### src/rtl/divisor_fp_secuencial_pkg.sv
`default_nettype none
// ============================================================================
// Module      : divisor_fp_secuencial_pkg
// Description : Shared constants, field slices and FSM state type for the
//               iterative IEEE-754 single-precision divider.
// Revision    : 1.0 - initial release
// ============================================================================
package divisor_fp_secuencial_pkg;

    // Quotient bits produced by the restoring loop (24-bit significand + 1)
    localparam int ITER = 25;

    // IEEE-754 single-precision constants
    localparam int          BIAS = 127;
    localparam logic [31:0] QNAN = 32'h7FC0_0000;

    // Field slices
    localparam int SIGN_BIT = 31;
    localparam int EXP_MSB  = 30;
    localparam int EXP_LSB  = 23;
    localparam int MANT_MSB = 22;
    localparam int MANT_LSB = 0;
    localparam int EXP_W    = EXP_MSB - EXP_LSB + 1;
    localparam int MANT_W   = MANT_MSB - MANT_LSB + 1;

    // Datapath widths: remainder carries two guard bits over the significand
    localparam int DIV_W = MANT_W + 1;
    localparam int REM_W = DIV_W + 2;

    // Controller states
    typedef enum logic [1:0] {
        IDLE   = 2'd0,
        DIVIDE = 2'd1,
        NORM   = 2'd2,
        DONE   = 2'd3
    } estado_t;

endpackage
`default_nettype wire

### src/rtl/divisor_fp_secuencial_paso.sv
`default_nettype none
// ============================================================================
// Module      : paso_division
// Description : One restoring-division step. Compares the partial remainder
//               against the divisor, subtracts when possible, and returns the
//               quotient bit together with the remainder shifted left by one.
// Revision    : 1.0 - initial release
// ============================================================================
module paso_division
    import divisor_fp_secuencial_pkg::*;
(
    input  logic [REM_W-1:0] rem,
    input  logic [DIV_W-1:0] div,
    output logic             q,
    output logic [REM_W-1:0] rem_next
);

    logic [REM_W-1:0] w_div_ext;
    logic [REM_W-1:0] w_diff;
    logic [REM_W-1:0] w_keep;

    assign w_div_ext = {2'b00, div};
    assign w_diff    = rem - w_div_ext;

    // Restore (keep the old remainder) when the divisor does not fit
    always_comb begin
        q        = (rem >= w_div_ext);
        w_keep   = q ? w_diff : rem;
        rem_next = {w_keep[REM_W-2:0], 1'b0};
    end

endmodule
`default_nettype wire

### src/rtl/divisor_fp_secuencial.sv
`default_nettype none
// ============================================================================
// Module      : divisor_fp_secuencial
// Description : Iterative IEEE-754 single-precision divider. Sign by XOR,
//               exponent by difference plus bias, significand by restoring
//               division at one quotient bit per cycle. Truncating result,
//               denormals flushed to zero, fixed 27-cycle latency.
// Revision    : 1.0 - initial release
// ============================================================================
module divisor_fp_secuencial #(
    parameter int ITER = divisor_fp_secuencial_pkg::ITER
) (
    input  logic        clk,
    input  logic        rst,
    input  logic [31:0] Op_A,
    input  logic [31:0] Op_B,
    input  logic        Inicio,
    output logic [31:0] Resultado,
    output logic        Listo,
    output logic        Ocupado,
    output logic        Div_Cero
);

    import divisor_fp_secuencial_pkg::*;

    localparam int CNT_W = $clog2(ITER);

    // ------------------------------------------------------------------
    // Operand classification (denormals fold into zero)
    // ------------------------------------------------------------------
    logic [EXP_W-1:0]  w_exp_a, w_exp_b;
    logic [MANT_W-1:0] w_man_a, w_man_b;
    logic              w_zero_a, w_zero_b;
    logic              w_inf_a, w_inf_b;
    logic              w_nan_a, w_nan_b;

    assign w_exp_a  = Op_A[EXP_MSB:EXP_LSB];
    assign w_exp_b  = Op_B[EXP_MSB:EXP_LSB];
    assign w_man_a  = Op_A[MANT_MSB:MANT_LSB];
    assign w_man_b  = Op_B[MANT_MSB:MANT_LSB];
    assign w_zero_a = (w_exp_a == '0);
    assign w_zero_b = (w_exp_b == '0);
    assign w_inf_a  = (w_exp_a == '1) && (w_man_a == '0);
    assign w_inf_b  = (w_exp_b == '1) && (w_man_b == '0);
    assign w_nan_a  = (w_exp_a == '1) && (w_man_a != '0);
    assign w_nan_b  = (w_exp_b == '1) && (w_man_b != '0);

    // ------------------------------------------------------------------
    // State and datapath registers
    // ------------------------------------------------------------------
    estado_t           r_estado, w_estado_sig;
    logic              r_sign;
    logic [EXP_W-1:0]  r_exp_a, r_exp_b;
    logic              r_nan, r_zero_a, r_zero_b, r_inf_a, r_inf_b;
    logic [REM_W-1:0]  r_rem;
    logic [DIV_W-1:0]  r_div;
    logic [ITER-1:0]   r_q;
    logic [CNT_W-1:0]  r_cnt;
    logic [31:0]       r_res;
    logic              r_dz;

    // Single division step, reused every DIVIDE cycle
    logic             w_q;
    logic [REM_W-1:0] w_rem_sig;

    paso_division u_paso (
        .rem      (r_rem),
        .div      (r_div),
        .q        (w_q),
        .rem_next (w_rem_sig)
    );

    // ------------------------------------------------------------------
    // Normalisation and special-case resolution
    // ------------------------------------------------------------------
    logic signed [9:0] w_exp_q;
    logic [MANT_W-1:0] w_man_q;
    logic [31:0]       w_res;
    logic              w_dz;

    // Quotient lies in (0.5, 2): the top bit decides a one-place normalise
    always_comb begin
        w_exp_q = $signed({2'b00, r_exp_a}) - $signed({2'b00, r_exp_b})
                + (r_q[ITER-1] ? $signed(10'(BIAS)) : $signed(10'(BIAS - 1)));
        w_man_q = r_q[ITER-1] ? r_q[ITER-2:1] : r_q[ITER-3:0];
    end

    // Special operands override the datapath; otherwise clamp the exponent
    always_comb begin
        w_res = '0;
        w_dz  = 1'b0;
        if (r_nan || (r_zero_a && r_zero_b) || (r_inf_a && r_inf_b)) begin
            w_res = QNAN;
        end else if (r_zero_b && !r_inf_a) begin
            w_res = {r_sign, 8'hFF, 23'd0};
            w_dz  = 1'b1;
        end else if (r_inf_a) begin
            w_res = {r_sign, 8'hFF, 23'd0};
        end else if (r_inf_b || r_zero_a) begin
            w_res = {r_sign, 31'd0};
        end else if (w_exp_q >= 10'sd255) begin
            w_res = {r_sign, 8'hFF, 23'd0};
        end else if (w_exp_q <= 10'sd0) begin
            w_res = {r_sign, 31'd0};
        end else begin
            w_res = {r_sign, w_exp_q[EXP_W-1:0], w_man_q};
        end
    end

    // ------------------------------------------------------------------
    // Controller
    // ------------------------------------------------------------------

    // State register
    always_ff @(posedge clk) begin
        if (rst) r_estado <= IDLE;
        else     r_estado <= w_estado_sig;
    end

    // Next-state logic: fixed walk through the four states
    always_comb begin
        w_estado_sig = r_estado;
        case (r_estado)
            IDLE:    if (Inicio) w_estado_sig = DIVIDE;
            DIVIDE:  if (r_cnt == '0) w_estado_sig = NORM;
            NORM:    w_estado_sig = DONE;
            DONE:    w_estado_sig = IDLE;
            default: w_estado_sig = IDLE;
        endcase
    end

    // Datapath: operand capture, restoring loop, result staging, outputs
    always_ff @(posedge clk) begin
        if (rst) begin
            r_sign    <= 1'b0;
            r_exp_a   <= '0;
            r_exp_b   <= '0;
            r_nan     <= 1'b0;
            r_zero_a  <= 1'b0;
            r_zero_b  <= 1'b0;
            r_inf_a   <= 1'b0;
            r_inf_b   <= 1'b0;
            r_rem     <= '0;
            r_div     <= '0;
            r_q       <= '0;
            r_cnt     <= '0;
            r_res     <= '0;
            r_dz      <= 1'b0;
            Resultado <= '0;
            Listo     <= 1'b0;
            Ocupado   <= 1'b0;
            Div_Cero  <= 1'b0;
        end else begin
            Listo <= 1'b0;
            case (r_estado)
                IDLE: begin
                    Ocupado <= Inicio;
                    if (Inicio) begin
                        r_sign   <= Op_A[SIGN_BIT] ^ Op_B[SIGN_BIT];
                        r_exp_a  <= w_exp_a;
                        r_exp_b  <= w_exp_b;
                        r_nan    <= w_nan_a || w_nan_b;
                        r_zero_a <= w_zero_a;
                        r_zero_b <= w_zero_b;
                        r_inf_a  <= w_inf_a;
                        r_inf_b  <= w_inf_b;
                        r_rem    <= {2'b00, 1'b1, (w_zero_a ? '0 : w_man_a)};
                        r_div    <= {1'b1, (w_zero_b ? '0 : w_man_b)};
                        r_q      <= '0;
                        r_cnt    <= CNT_W'(ITER - 1);
                    end
                end
                DIVIDE: begin
                    r_rem <= w_rem_sig;
                    r_q   <= {r_q[ITER-2:0], w_q};
                    r_cnt <= r_cnt - 1'b1;
                end
                NORM: begin
                    r_res <= w_res;
                    r_dz  <= w_dz;
                end
                DONE: begin
                    Resultado <= r_res;
                    Div_Cero  <= r_dz;
                    Listo     <= 1'b1;
                end
                default: ;
            endcase
        end
    end

endmodule
`default_nettype wire
### config.mk
export PLATFORM = sky130hd
export DESIGN_NAME = divisor_fp_secuencial
export DESIGN_NICKNAME = d
export VERILOG_FILES = /design/src/rtl/divisor_fp_secuencial_pkg.sv /design/src/rtl/divisor_fp_secuencial_paso.sv /design/src/rtl/divisor_fp_secuencial.sv
export SDC_FILE = /design/constraint.sdc
export NUM_CORES = 1
export LEC_CHECK = 0
export CAP_MARGIN = 20
export CORE_ASPECT_RATIO = 0.6
export CORE_MARGIN = 2
export CORE_UTILIZATION = 50
export DETAILED_ROUTE_END_ITERATION = 10
export PLACE_DENSITY = 0.82
export RECOVER_POWER = 50
export SYNTH_ARGS = -nofsm -noshare
export SYNTH_HDL_FRONTEND = slang
export SYNTH_SLANG_ARGS = --single-unit
### constraint.sdc
create_clock -name clk -period 3.7 [get_ports clk]
set_clock_uncertainty 0.05 [all_clocks]
set_input_delay 0.37 -clock clk [delete_from_list [all_inputs] [get_ports clk]]
set_output_delay 0.37 -clock clk [all_outputs]
set_load 0.01 [all_outputs]
Word-level counts from Yosys, hierarchy flattened
Cells that the tools add are included.
{ "word_totals": {"ff_bits": 172, "inputBits": 67, "output_inout_bits": 35, "elab_cells": 81} }
{ "op_classes": {"addsub": 4, "order_cmp": 3, "eq_ne": 7, "n_mux": 23, "bitwise_logic": 1, "n_reduce_logical": 24} }
{ "ops": {"columns": ["operator", "count"], "rows": [
  ["$mux W31", 5],
  ["$mux W23", 3],
  ["$pmux W26 S2", 1],
  ["$mux W25", 2],
  ["$pmux W25 S2", 1],
  ["$logic_not A23 Y1", 2],
  ["$reduce_bool A23 Y1", 2],
  ["$mux W32", 1],
  ["$ge A26 B24 Y1", 1],
  ["$mux W26", 1],
  ["$sub A25 B24 Y25", 1],
  ["$eq A8 B8 Y1 const B", 2],
  ["$logic_not A8 Y1", 2],
  ["$add A9 B8 Y10", 1],
  ["$ge A10 B9 Y1 const B", 1],
  ["$le A10 B1 Y1 const B", 1],
  ["$pmux W5 S2", 1],
  ["$sub A8 B8 Y9", 1],
  ["$pmux W2 S4", 1],
  ["$logic_and A1 B1 Y1", 7],
  ["$reduce_and A2 Y1", 3],
  ["$logic_not A5 Y1", 1],
  ["$mux W5", 1],
  ["$sub A5 B1 Y5 const B", 1],
  ["other kinds (10)", 19]
]} }

Depth between registers and ports, before layout
Gate-level depths: netlist of run 1.
{ "logic_depth": {"depth_word": 9, "depth_mapped": 14, "mapped_depth_nobuf": 13} }

Cells and area by module
Synthesis of run 1 repeated with hierarchy kept, for this count alone.
{ "hier_totals": {"hier_cells": 1124, "area_unflattened_um2": 9236.4} }
{ "by_module_without_submodules": {"columns": ["mod", "instances", "cells_each", "area_per_inst_um2", "seq_area_each_um2"], "rows": [
  ["divisor_fp_secuencial", 1, 846, 7485.9, 3443.3],
  ["paso_division", 1, 278, 1750.4, 0.0]
]} }

Least setup slack after synthesis of run 1
No wires, ideal clock.
{ "synth_timing": {"path_type": "register to register", "startpoint": "register r_exp_a[0]", "endpoint": "register r_res[29]", "setup_ns": 0.122, "arrival_ns": 2.720, "required_time_ns": 3.528, "slack_ns": 0.808, "stages_incl_launch_ff": 13, "n_path_buf": 0, "period_less_slack_ns": 2.892, "cell_sequence": "dfxtp_1 > inv_1 > ha_1 > inv_1 > fa_1 > a211oi_2 > nor2_2 > xnor2_1 > or3_1 > o21a_1 > a311o_2 > a21oi_4 > a21oi_1"} }
{ "synth_between": {"elab_chain_cells": 9, "elab_cells_between_ends": 10, "classes_between": "2 x add/sub; 2 x order compare; 6 x mux"} }
{ "synth_rtl": {"columns": ["item", "line_no", "rtl"], "rows": [
  ["start: declaration", "divisor_fp_secuencial.sv:53", "logic [EXP_W-1:0] r_exp_a, r_exp_b;"],
  ["start signal: assignment", "divisor_fp_secuencial.sv:160", "r_exp_a <= w_exp_a;"],
  ["$sub A8 B8 Y9 (*)", "divisor_fp_secuencial.sv:83", "w_exp_q = $signed({2'b00, r_exp_a}) - $signed({2'b00, r_exp_b})"],
  ["$add A9 B8 Y10 (*)", "divisor_fp_secuencial.sv:84", "+ (r_q[ITER-1] ? $signed(10'(BIAS)) : $signed(10'(BIAS - 1)));"],
  ["$le A10 B1 Y1", "divisor_fp_secuencial.sv:103", "end else if (w_exp_q <= 10'sd0) begin"],
  ["$mux W31", "divisor_fp_secuencial.sv:103", null],
  ["$mux W31 (*)", "divisor_fp_secuencial.sv:101", "end else if (w_exp_q >= 10'sd255) begin"],
  ["$mux W31 (*)", "divisor_fp_secuencial.sv:99", "end else if (r_inf_b || r_zero_a) begin"],
  ["$mux W31 (*)", "divisor_fp_secuencial.sv:97", "end else if (r_inf_a) begin"],
  ["$mux W31 (*)", "divisor_fp_secuencial.sv:94", "end else if (r_zero_b && !r_inf_a) begin"],
  ["$mux W32 (*)", "divisor_fp_secuencial.sv:92", "if (r_nan || (r_zero_a && r_zero_b) || (r_inf_a && r_inf_b)) begin"],
  ["end signal: assignment", "divisor_fp_secuencial.sv:179", "r_res <= w_res;"],
  ["end: declaration", "divisor_fp_secuencial.sv:59", "logic [31:0] r_res;"]
]} }
Every way passes the cells marked *; elsewhere a longest branch is shown, timed or not.
A chain may end at the register's enable or synchronous reset.

Final worst setup path of run 1
{ "layout_timing": {"startpoint": "register r_exp_a[0]", "endpoint": "register r_res[16]"} }
The elaborated chain is that of the path after synthesis.

==> reports/metrics.csv, run 1 <==
metric;value;unit
status;finished, violations left;
violations;capacitance limit, slew limit;
dp_cells;1388;
synth_area_leaders;dfxtp_1, mux2i_1, nor2_1;
syn_area;0.00913;mm^2
arrival;3.63;ns
setup_viol;0;
hp-class;flip-flop to flip-flop;
leakagePower;0.00407;uW
avgSynthCellArea;8.31;um^2
crit_required;3.93;ns
placeableCoreArea;0.0180;mm^2
holdBufCountCts;0;
clkSinkCount;172;
startpoint_type;flip-flop;
nFillCells;1549;
yosys_warnings;0;
antenna_found_initial;0;
grt_pass1_wl;39.9;mm
synth_ff_type;dfxtp_1;
die_y;109;um
tritoncts;done;
drcViolationCount;0;
maxCapViolCount;2;
fmax;294;MHz
num_antenna_cells;0;
power_density;877;mW/mm^2
ys_ff_latch;172;
grt_use_total;26.0;%
tns;0;ns
synth-seq-area-share;37.7;%
ant_nets;0;
vias;8402;
numCtsBuffers;17;
worstSkewPairLatency;0.43;ns
row_count;38;
slew_headroom;-31.9;%
start_util;50.8;%
grt_overflow;0;
synth_top_area_share;37.7;%
drtPass1Iterations;6;
grt_pass1_vias;7836;
async_flop_share;0;%
drt-initial-drc-count;951;
synth_area_leader_cell;dfxtp_1;
layout-drive-gt1-share;6.60;%
min_path_cells;2;
place_congestion;0.969;
die_w;178;um
clock_path_buffers;2;
worst-setup-path-type;flip-flop to flip-flop;
synth_cell_types;72;
vdd_drop_max;0.000510;V
vias_per_cell;5.91;
period_share;91.8;%
finalHoldViolations;0;
drv_slew;123;
cts_root_buffer;clkbuf_16;
yosysMostFrequentCell;dfxtp_1;
dp_hpwl;17.8;mm
synth_cells;1099;
cp-end-kind;flip-flop;
wl;24.5;mm
clk_pin_slew;0.07;ns
synthesis.nets;1208;
grt_max_degree;88;
worst_r2r_path_depth;11;
power.total;9590;uW
h-tree-depth;4;
layout.cells.non_filler;1422;
cp_max_fo;23;
design.die.area;0.0194;mm^2
period_needed;3.40;ns
synthTopCellsByCount;dfxtp_1, nor2_1, nand2_1;
tightestPinTransition;1.98;ns
io_buffers;101;
io-pin-count;102;
final_net_count;1278;
synth-edff-count;0;
grt_setup_unrepaired;no;
wl_per_cell;17.2;um
area_growth;19.7;%
==> area by class of cell <==
cell class | instances | area (um^2) | area share, %
tap | 240 | 300 | 2.75
multi-input combinational | 810 | 5270 | 48.2
timing repair buffer | 117 | 1130 | 10.4
clock inverter | 15 | 171 | 1.57
inverter | 51 | 191 | 1.75
clock buffer | 17 | 425 | 3.89
sequential | 172 | 3440 | 31.5
==> worst max-delay path, cell delays in order (launching register included) <==
cell	delay [ns]
dfxtp_1	0.31
inv_1	0.06
ha_1	0.15
inv_1	0.05
fa_1	0.42
a211oi_2	0.32
nor2_2	0.08
xnor2_1	0.22
or3_1	0.51
o31ai_1	0.36
a31o_2	0.56
o31ai_1	0.15
==> layer usage <==
layer	vias up	share of wire, %	track usage [%]
li1	4111	-	-
met1	3918	48	38.2
met2	350	40	37.0
met3	23	11	7.95
met4	0	0.99	5.81
met5	-	0	0
==> report_power, final <==
part           switching, uW  internal [uW]
Clock                    855            967
Sequential               237           2140
Combinational           3260           2130
==> placed cells by master, fill, tap and decap left out, types with 4 or more instances in the layout <==
master,instances
a2111oi_0,4
a211oi_1,11
a21o_1,8
a21oi_1,76
a221oi_1,9
a22oi_1,52
a31o_2,4
a31oi_1,11
and2_1,4
buf_4,13
clkbuf_16,17
clkdlybuf4s50_1,65
dfxtp_1,172
dlygate4sd3_1,35
ha_1,40
inv_1,51
inv_6,6
mux2_2,10
mux2i_1,64
nand2_1,95
nand2b_1,4
nand3_1,11
nand4_1,10
nor2_1,159
nor2b_1,5
nor3_1,29
nor3b_1,5
nor4_1,18
o211ai_1,6
o21a_1,8
o21ai_0,26
o31ai_1,29
or3_1,8
or4_1,23
xnor2_1,17
xor2_1,11
==> kinds of logic after synthesis <==
| kind of cell | Yosys count | share of synthesized area [%] |
|---|---|---|
| compound gates | 274 | 20.4 |
| xor+xnor | 28 | 2.68 |
| fa+ha+maj | 43 | 6.03 |
| buf+inv | 117 | 5.08 |
| flops | 172 | 37.7 |
| mux | 74 | 8.25 |
| simple gates | 391 | 19.9 |
==> flip-flops by register name, indices dropped and copies added, names as in the netlist <==
register   cells
r_q           25
r_exp_b        8
Resultado     32
Listo          1
Div_Cero       1
r_exp_a        8
r_zero_a       1
r_sign         1
r_div         24
r_dz           1
Ocupado        1
r_estado       2
r_res         32
r_nan          1
r_inf_b        1
r_cnt          5
r_inf_a        1
r_zero_b       1
r_rem         26
==> repair_timing <==
item / 4_1_cts / 5_1_grt
resized for setup: 0 / 1
endpoints found under the setup margin: 0 / 25
buffers inserted: 0 / 2
==> worst paths after layout <==
check              from          to  slack (ns)
max          r_exp_a[0]   r_res[16]        0.30
min          r_exp_b[5]  r_exp_b[5]        0.41
min reg2reg  r_exp_b[5]  r_exp_b[5]        0.41
max reg2reg  r_exp_a[0]   r_res[16]        0.30
==> per-stage QoR <==
stage	setup slack (ns)	cell area [um^2]	hold WS (ns)	util [%]
6_report	0.303	10900	0.405	60.8
5_1_grt	0.0237	10900	0.428	60.8
4_1_cts	0.149	10900	0.408	60.7
3_5_place_dp	0.183	10300	0.398	57.4
3_3_place_gp	0.250	10300	0.391	57.4
2_1_floorplan	0.808	9130	0.375	-
(Power assumes the default switching activity.)
==> inputs of run 2 (changes only) <==
- CORE_ASPECT_RATIO: 0.6 -> not set
==> run 2 against run 1 <==
  * The run still ends with capacitance limit, slew limit left
  * Global-route usage is 3.2 points lower
  * Wire length down 9.8%
  * Total power fell by 3.4%
  * Highest routed layer unchanged
  * Setup slack improved by 0.10 ns
==> reports/metrics.csv, run 2 (synthesized netlist as in run 1, its figures left out) <==
metric;value;unit
h-tree-depth;4;
fmax;304;MHz
worst-setup-path-type;flip-flop to flip-flop;
status;finished, violations left;
tns;0;ns
cp-startpoint;r_exp_a[0];
dp_hpwl;15.4;mm
clock_path_buffers;2;
cp_cell_sequence;inv_1, ha_1, inv_1, fa_1, a211oi_2, nor2_2, xnor2_1, or3_1, o31ai_1, a31o_2, o31ai_1;
design.die.area;0.0194;mm^2
crit_required;3.94;ns
leakagePower;0.00405;uW
area_growth;19.3;%
combPwrFrac;54.8;%
p_sw_share;43.7;%
reg2reg_slack;0.41;ns
final_common_cell;dfxtp_1;
clk_pin_slew;0.07;ns
reg_top3;Resultado x32, r_res x32, r_rem x26;
tightestPinTransition;2.03;ns
num_antenna_cells;0;
ant_nets;0;
p_clk_share;19.7;%
slew_headroom;-35.2;%
layout-drive-gt1-share;6.27;%
max_stage_delay;0.53;ns
vias;8287;
power.switching;4050;uW
finalHoldViolations;0;
power.total;9260;uW
crit_family;compound AO/OA/AOI/OAI gates;
final_area;0.0109;mm^2
wl;22.1;mm
period_needed;3.29;ns
tritoncts;done;
row_count;49;
grt_use_total;22.7;%
placeableCoreArea;0.0180;mm^2
violations;capacitance limit, slew limit;
hp-class;flip-flop to flip-flop;
nFillCells;1535;
grt_setup_unrepaired;no;
path_buf_inv;2;
io_buffers;101;
drt-initial-drc-count;575;
startpoint_type;flip-flop;
drtPass1Iterations;5;
start_util;50.8;%
multi_input_area;0.00527;mm^2
reg2reg_from;r_exp_a[0];
grt_pass1_vias;7672;
drv_slew;35;
grt_overflow;0;
mostFrequentLayoutCells;dfxtp_1, nor2_1, nand2_1;
worstSkewPairLatency;0.43;ns
clkSinkCount;172;
vdd_drop_max;0.000748;V
antenna_found_initial;0;
place_congestion;0.900;
cp-end-kind;flip-flop;
power_density;850;mW/mm^2
numCtsBuffers;17;
cts_root_buffer;clkbuf_16;
grt_max_degree;100;
vias_per_cell;5.88;
wl_per_cell;15.7;um
critical-path-slowest-cell;a31o_2;
holdBufCountCts;0;
worstHoldStart;r_res[8];
die_w;139;um
arrival;3.54;ns
drcViolationCount;0;
post_dp_cell_area;0.0103;mm^2
maxCapViolCount;1;
die_y;139;um
final_net_count;1277;
grt_pass1_wl;36.9;mm
seq_power_share;25.5;%
io-pin-count;102;
area.sequential;0.00344;mm^2
period_share;89.0;%
intPower;5210;uW
cp_max_fo;23;
setup_viol;0;
## run 2: cell count changes in the layout (fill, tap and decap cells not counted), moves of 2 or more
cell	delta
clkinv_8	-2
clkbuf_1	+2
clkbuf_2	-2
inv_6	-2
clkinvlp_4	+2
## run 2: worst paths after layout
| check | end | cells past startpoint |
|---|---|---|
| max | r_res[18] | 11 |
| min reg2reg | r_res[8] | 2 |
| min | r_res[8] | 2 |
| max reg2reg | r_res[18] | 11 |
## run 2: final cells by class
class / count / share of cell area (%)
multi-input cells: 810 / 48.3
flip-flops and latches: 172 / 31.6
repair buffers: 116 / 10.2
clock buffers: 19 / 4.07
well taps: 229 / 2.63
inverters: 51 / 1.76
clock inverters: 12 / 1.40
## run 2: power by group through the flow
stage	registers, uW	clock network [uW]	logic, uW
final	2360	1820	5080
after floorplan	2330	0	3950
after global routing	2390	1920	5640
after detailed placement	2390	0	4940
after global placement	2380	0	4840
after CTS	2360	1840	5000
## run 2: repair_timing
item,in CTS,in global routing
resized for setup,0,1
setup buffers,0,0
setup endpoints to repair,0,23
## run 2: metrics by stage
step	cells	hold slack [ns]	util (%)	worst slack (ns)
6_report	1409	0.409	60.7	0.408
5_1_grt	1409	0.429	60.7	0.113
4_1_cts	1409	0.410	60.7	0.212
3_5_place_dp	1378	0.397	57.4	0.235
3_3_place_gp	1378	0.388	57.4	0.351
2_1_floorplan	1099	0.375	-	0.808
## run 2: routing by layer
metal	vias up	routed length (um)	GRT usage [%]
li1	4108	-	-
met1	3902	9890	29.1
met2	246	10500	38.7
met3	31	1120	4.35
met4	0	526	7.50
met5	-	0	0
## run 2: worst register-to-register path, cell delays in order (launching register included)
cell and delay (ns):
dfxtp_1 0.31, inv_1 0.05, ha_1 0.15, inv_1 0.05, fa_1 0.41, a211oi_2 0.28, nor2_2 0.08, xnor2_1 0.24
or3_1 0.52, o31ai_1 0.34, a31o_2 0.53, o31ai_1 0.15
